==> src/rtl/mem_dump.sv <==
// mem_dump: serial-commanded memory dump engine.
// Streams each 16-bit word as high/low bytes, followed by an ACK byte.
module mem_dump #(
  parameter int ADDR_WIDTH = 24,
  parameter int DATA_WIDTH = 16,
  parameter logic [7:0] OPCODE = 8'h52,
  parameter logic [7:0] ACK_BYTE = 8'h06
) (
  input  logic clk,
  input  logic rst,
  input  logic enable,
  input  logic [7:0] serial_data_in,
  input  logic serial_in_cplt,
  input  logic serial_in_error,
  input  logic serial_out_rdy,
  output logic [7:0] serial_data_out,
  output logic serial_out_en,
  input  logic mem_rdy,
  input  logic mem_cplt,
  input  logic [DATA_WIDTH-1:0] mem_data_out,
  output logic [ADDR_WIDTH-1:0] mem_addr,
  output logic mem_r_en,
  output logic mem_w_en,
  output logic [DATA_WIDTH-1:0] mem_data_in,
  output logic busy
);
  typedef enum logic [2:0] {IDLE, CMD_ADDR, CMD_LEN, MEM_REQ, MEM_WAIT, TX_HI, TX_LO, TX_ACK} state_t;
  state_t state_q, state_d;
  logic [ADDR_WIDTH-1:0] addr_q, addr_d;
  logic [15:0] cnt_q, cnt_d;
  logic [DATA_WIDTH-1:0] data_q, data_d;
  logic [1:0] idx_q, idx_d;
  logic r_en_q, r_en_d;
  logic tx_en_q, tx_en_d;
  logic [7:0] tx_q, tx_d;
  logic tx_go;
  logic [15:0] len_nxt;
  // ready seen during a strobe cycle is stale; wait one clk before trusting it again
  assign tx_go = serial_out_rdy && !tx_en_q;
  assign len_nxt = {cnt_q[7:0], serial_data_in};
  always_comb begin
    state_d = state_q;
    addr_d = addr_q;
    cnt_d = cnt_q;
    data_d = data_q;
    idx_d = idx_q;
    r_en_d = 1'b0;
    tx_en_d = 1'b0;
    tx_d = tx_q;
    if (state_q != IDLE && !enable) begin
      state_d = IDLE;
    end else begin
      case (state_q)
        IDLE: begin
          idx_d = 2'd0;
          if (enable && serial_in_cplt && serial_data_in == OPCODE) state_d = CMD_ADDR;
        end
        CMD_ADDR: begin
          if (serial_in_error) begin
            state_d = IDLE;
          end else if (serial_in_cplt) begin
            addr_d = {addr_q[ADDR_WIDTH-9:0], serial_data_in};
            idx_d = idx_q == 2'd2 ? 2'd0 : idx_q + 2'd1;
            state_d = idx_q == 2'd2 ? CMD_LEN : CMD_ADDR;
          end
        end
        CMD_LEN: begin
          if (serial_in_error) begin
            state_d = IDLE;
          end else if (serial_in_cplt) begin
            cnt_d = len_nxt;
            idx_d = idx_q + 2'd1;
            if (idx_q == 2'd1) state_d = len_nxt == 16'd0 ? TX_ACK : MEM_REQ;
          end
        end
        MEM_REQ: begin
          if (mem_rdy) begin
            r_en_d = 1'b1;
            state_d = MEM_WAIT;
          end
        end
        MEM_WAIT: begin
          if (mem_cplt) begin
            data_d = mem_data_out;
            state_d = TX_HI;
          end
        end
        TX_HI: begin
          if (tx_go) begin
            tx_en_d = 1'b1;
            tx_d = data_q[DATA_WIDTH-1 -: 8];
            state_d = TX_LO;
          end
        end
        TX_LO: begin
          if (tx_go) begin
            tx_en_d = 1'b1;
            tx_d = data_q[7:0];
            addr_d = addr_q + 1'b1;
            cnt_d = cnt_q - 1'b1;
            state_d = cnt_q == 16'd1 ? TX_ACK : MEM_REQ;
          end
        end
        TX_ACK: begin
          if (tx_go) begin
            tx_en_d = 1'b1;
            tx_d = ACK_BYTE;
            state_d = IDLE;
          end
        end
        default: state_d = IDLE;
      endcase
    end
  end
  always_ff @(posedge clk or posedge rst) begin
    if (rst) begin
      state_q <= IDLE;
      addr_q <= '0;
      cnt_q <= '0;
      data_q <= '0;
      idx_q <= '0;
      r_en_q <= 1'b0;
      tx_en_q <= 1'b0;
      tx_q <= '0;
    end else begin
      state_q <= state_d;
      addr_q <= addr_d;
      cnt_q <= cnt_d;
      data_q <= data_d;
      idx_q <= idx_d;
      r_en_q <= r_en_d;
      tx_en_q <= tx_en_d;
      tx_q <= tx_d;
    end
  end
  assign serial_data_out = tx_q;
  assign serial_out_en = tx_en_q;
  assign mem_addr = addr_q;
  assign mem_r_en = r_en_q;
  assign mem_w_en = 1'b0;
  assign mem_data_in = '0;
  assign busy = state_q != IDLE;
endmodule

==> config.mk <==
export PLATFORM = sky130hd
export DESIGN_NAME = mem_dump
export DESIGN_NICKNAME = d
export VERILOG_FILES = /design/src/rtl/mem_dump.sv
export SDC_FILE = /design/constraint.sdc
export NUM_CORES = 1
export LEC_CHECK = 0
export ABC_AREA = 1
export CAP_MARGIN = 15
export CELL_PAD_IN_SITES_DETAIL_PLACEMENT = 1
export CELL_PAD_IN_SITES_GLOBAL_PLACEMENT = 1
export CORE_UTILIZATION = 34
export CTS_CLUSTER_DIAMETER = 40
export CTS_CLUSTER_SIZE = 14
export DETAILED_ROUTE_END_ITERATION = 10
export PLACE_DENSITY = 0.74
export SLEW_MARGIN = 20
export SYNTH_ARGS = -nofsm -noshare
export SYNTH_HDL_FRONTEND = slang
export SYNTH_SLANG_ARGS = --single-unit
==> constraint.sdc <==
create_clock -name clk -period 2.1 [get_ports clk]
set_input_delay 0.42 -clock clk [delete_from_list [all_inputs] [get_ports clk]]
set_output_delay 0.42 -clock clk [all_outputs]
set_load 0.02 [all_outputs]
==> results.tsv <==
stage	metric	value	unit
grt	first_global_vias	4866	
critical_path	cp.required	1.68	ns
floorplanning	core_area	13300	um^2
critical_path	max_stage_delay	0.42	ns
clocking	hold_buffers	0	
critical_path	cpMaxStageDelayCell	dfrtp_1	
timing	fmax	500	MHz
timing	rsz0062_at_grt	no	
critical_path	path_delay_family	buffers and inverters	
clocking	clkLatencyLatePin	0.35	ns
clocking	htreeDepth	3	
clocking	path_clk_slew	0.07	ns
clocking	numCtsBuffers	9	
grt	grt_pass1_wl	23.7	mm
critical_path	worstSetupPathType	reg2out	
timing	hold_viol	0	
synth	synth-edff-count	0	
power	powerDensity	1320	nW/um^2
critical_path	cp_cell_sequence	buf_4 > nor2_4 > nand2_2 > dlygate4sd2_1	
floorplanning	start_util	0.350	
synth	ys_ff_latch	71	
detailed_routing	drt_iter0_markers	220	
synth	postSynthCellCount	653	
detailed_routing	wl_per_cell	15.6	um
detailed_routing	drt.antenna.violating_nets	0	
layout	final_common_cell	nand2_1	
power	peakVddDrop	0.582	mV
detailed_routing	dr.pass1.iters	4	
synth	synthArstFlopShare	1.00	
grt	gr-total-overflow	0	
floorplanning	dieWidth	119	um
placement	finalWeightedCongestion	0.902	
run	cap_violations	0	
synth	synth_warnings	0	
synth	ys_seq_area_frac	0.380	
timing	period_needed	2.00	ns
clocking	cts-root-buf	clkbuf_16	
placement	post-dp-hpwl	11.0	mm
grt	grt_max_degree	26	
power	p_leak	2.62	nW
layout	drive_above_1_share	0.0980	
min_path	hold_class	in2async	
clocking	cts_setup_buffers	0	
timing	tns	0	ns
floorplanning	die_y	119	um
floorplanning	ios	84	
floorplanning	fp-row-count	42	
clocking	cts_resized	1	
layout	num_antenna_cells	0	
grt	grt_use_total	0.211	
layout	area_growth	24.9	%
synth	yosys_most_used_dff	dfrtp_1	
critical_path	endpoint_kind	output port	
timing	drv_slew	0	
placement	port_buffers	66	
detailed_routing	drcViolationCount	0	
detailed_routing	avgViaCountPerCell	5.09	
critical_path	critPathArrivalTime	1.58	ns
floorplanning	dieArea	14200	um^2
synth	syn-cell-area	4670	um^2
timing	skew	0.0108	ns
critical_path	crit_fanout	5	
grt	grt_antenna_before_repair	0	
timing	setup_viol	0	
layout	final_net_count	770	
timing	max-slew-margin-rel	0.654	
critical_path	crit_buf_inv	2	
detailed_routing	vias	4637	
layout	layout_common_cells	nand2_1, nor2_1, dfrtp_1, clkdlybuf4s50_1, inv_1	
clocking	clockBufferDepth	2	
status	status	finished, final reports clean	
synth	ys_types	43	
clocking	cts_tree	yes	
clocking	cts.sinks	71	
power	finalPower	7.69	mW
timing	worstMarginPinSlew	0.518	ns
synth	avgSynthCellArea	7.15	um^2
critical_path	cp-start-kind	flip-flop	
detailed_routing	routed_wirelength	14.2	mm
timing	post-route-period-util	0.952	
-- report_power, final --
| group | internal [mW] | total (mW) | switching (mW) |
|---|---|---|---|
| Combinational | 1.41 | 3.52 | 2.10 |
| Clock | 0.927 | 1.57 | 0.647 |
| Sequential | 1.92 | 2.60 | 0.677 |
-- layer usage --
layer  wire length, um  share of wire  track usage
met5                 0              0            0
met2              7360           0.52        0.380
met4               261          0.018       0.0791
met3               475          0.033       0.0364
met1              6140           0.43        0.249
-- flip-flops by register name, summed over array words and instances, names as in the netlist --
signal	cells
idx_q	2
serial_data_out	8
data_q	16
state_q	3
mem_addr	24
cnt_q	16
mem_r_en	1
serial_out_en	1
-- cells in the mapped netlist, types with 2 or more instances --
| library cell | count | share of area |
|---|---|---|
| buf_6 | 4 | 0.0096 |
| nand3b_1 | 9 | 0.014 |
| nand3_1 | 41 | 0.044 |
| nor3_1 | 7 | 0.0075 |
| o211ai_1 | 3 | 0.0048 |
| inv_4 | 2 | 0.0027 |
| xor2_1 | 4 | 0.0075 |
| inv_1 | 52 | 0.042 |
| buf_4 | 19 | 0.031 |
| a31oi_1 | 8 | 0.011 |
| dfrtp_1 | 71 | 0.38 |
| o221ai_1 | 2 | 0.0038 |
| nor2_4 | 2 | 0.0048 |
| ha_1 | 8 | 0.021 |
| o21ai_0 | 39 | 0.042 |
| buf_2 | 12 | 0.013 |
| nand4_1 | 7 | 0.0094 |
| nor2_2 | 2 | 0.0027 |
| o21ai_2 | 2 | 0.0038 |
| o21ai_1 | 11 | 0.012 |
| mux2_2 | 16 | 0.039 |
| nand2_2 | 3 | 0.0040 |
| nor2_1 | 88 | 0.071 |
| a21oi_1 | 17 | 0.018 |
| nand2_1 | 206 | 0.17 |
-- worst reg2reg max path: stages, from the launching register on --
cell and delay (ns):
dfrtp_1 0.42, buf_4 0.18, nor2_4 0.18, nand2_2 0.11
nand2_2 0.11, nand2_2 0.10, inv_1 0.11, nand3_4 0.16
inv_4 0.20, o21ai_0 0.12, a21oi_1 0.14
-- path summary, 6_finish.rpt --
| kind | from | endpoint | slack, ns | depth (start not counted) |
|---|---|---|---|---|
| worst max register to register | state_q[1] | cnt_q[8] | 0.19 | 10 |
| min in group clk | data_q[5] | data_q[5] | 0.51 | 1 |
| worst max-delay path | state_q[1] | busy | 0.10 | 4 |
| max in group asynchronous | rst | cnt_q[1] | 1.18 | 3 |
| worst min register to register | data_q[5] | data_q[5] | 0.51 | 1 |
| worst min-delay path | rst | cnt_q[2] | 0.45 | 2 |
-- final cells by class --
cell class,instances,area [um^2]
clock buffer,10,229
clock inverter,6,68.8
fill,1727,7510
inverter,55,215
multi-input combinational,507,2490
sequential,71,1780
tap,176,220
timing repair buffer,86,835
-- kinds of logic after synthesis --
| group | Yosys count | share of synthesized area |
|---|---|---|
| buffers and inverters | 91 | 0.0991 |
| flip-flops | 71 | 0.380 |
| AND/OR/NAND/NOR | 375 | 0.348 |
| multiplexers | 16 | 0.0386 |
| other | 1 | 0.000803 |
| AO/OA/AOI/OAI | 86 | 0.102 |
| XOR/XNOR | 5 | 0.00937 |
| adder cells (fa/ha/maj) | 8 | 0.0214 |
-- stage by stage --
stage | cell area [um^2] | utilization | instances | hold WS [ns] | worst slack [ns]
finish | 5840 | 0.437 | 911 | 0.445 | 0.100
floorplan | 4740 | - | 669 | 0.472 | 0.422
CTS | 5840 | 0.437 | 911 | 0.446 | 0.0955
global route | 5840 | 0.437 | 911 | 0.474 | 0.0607
global placement | 5540 | 0.415 | 895 | 0.489 | 0.0143
detailed placement | 5540 | 0.415 | 895 | 0.499 | 0.0212
Note: power is estimated with default switching activity, not from simulation.
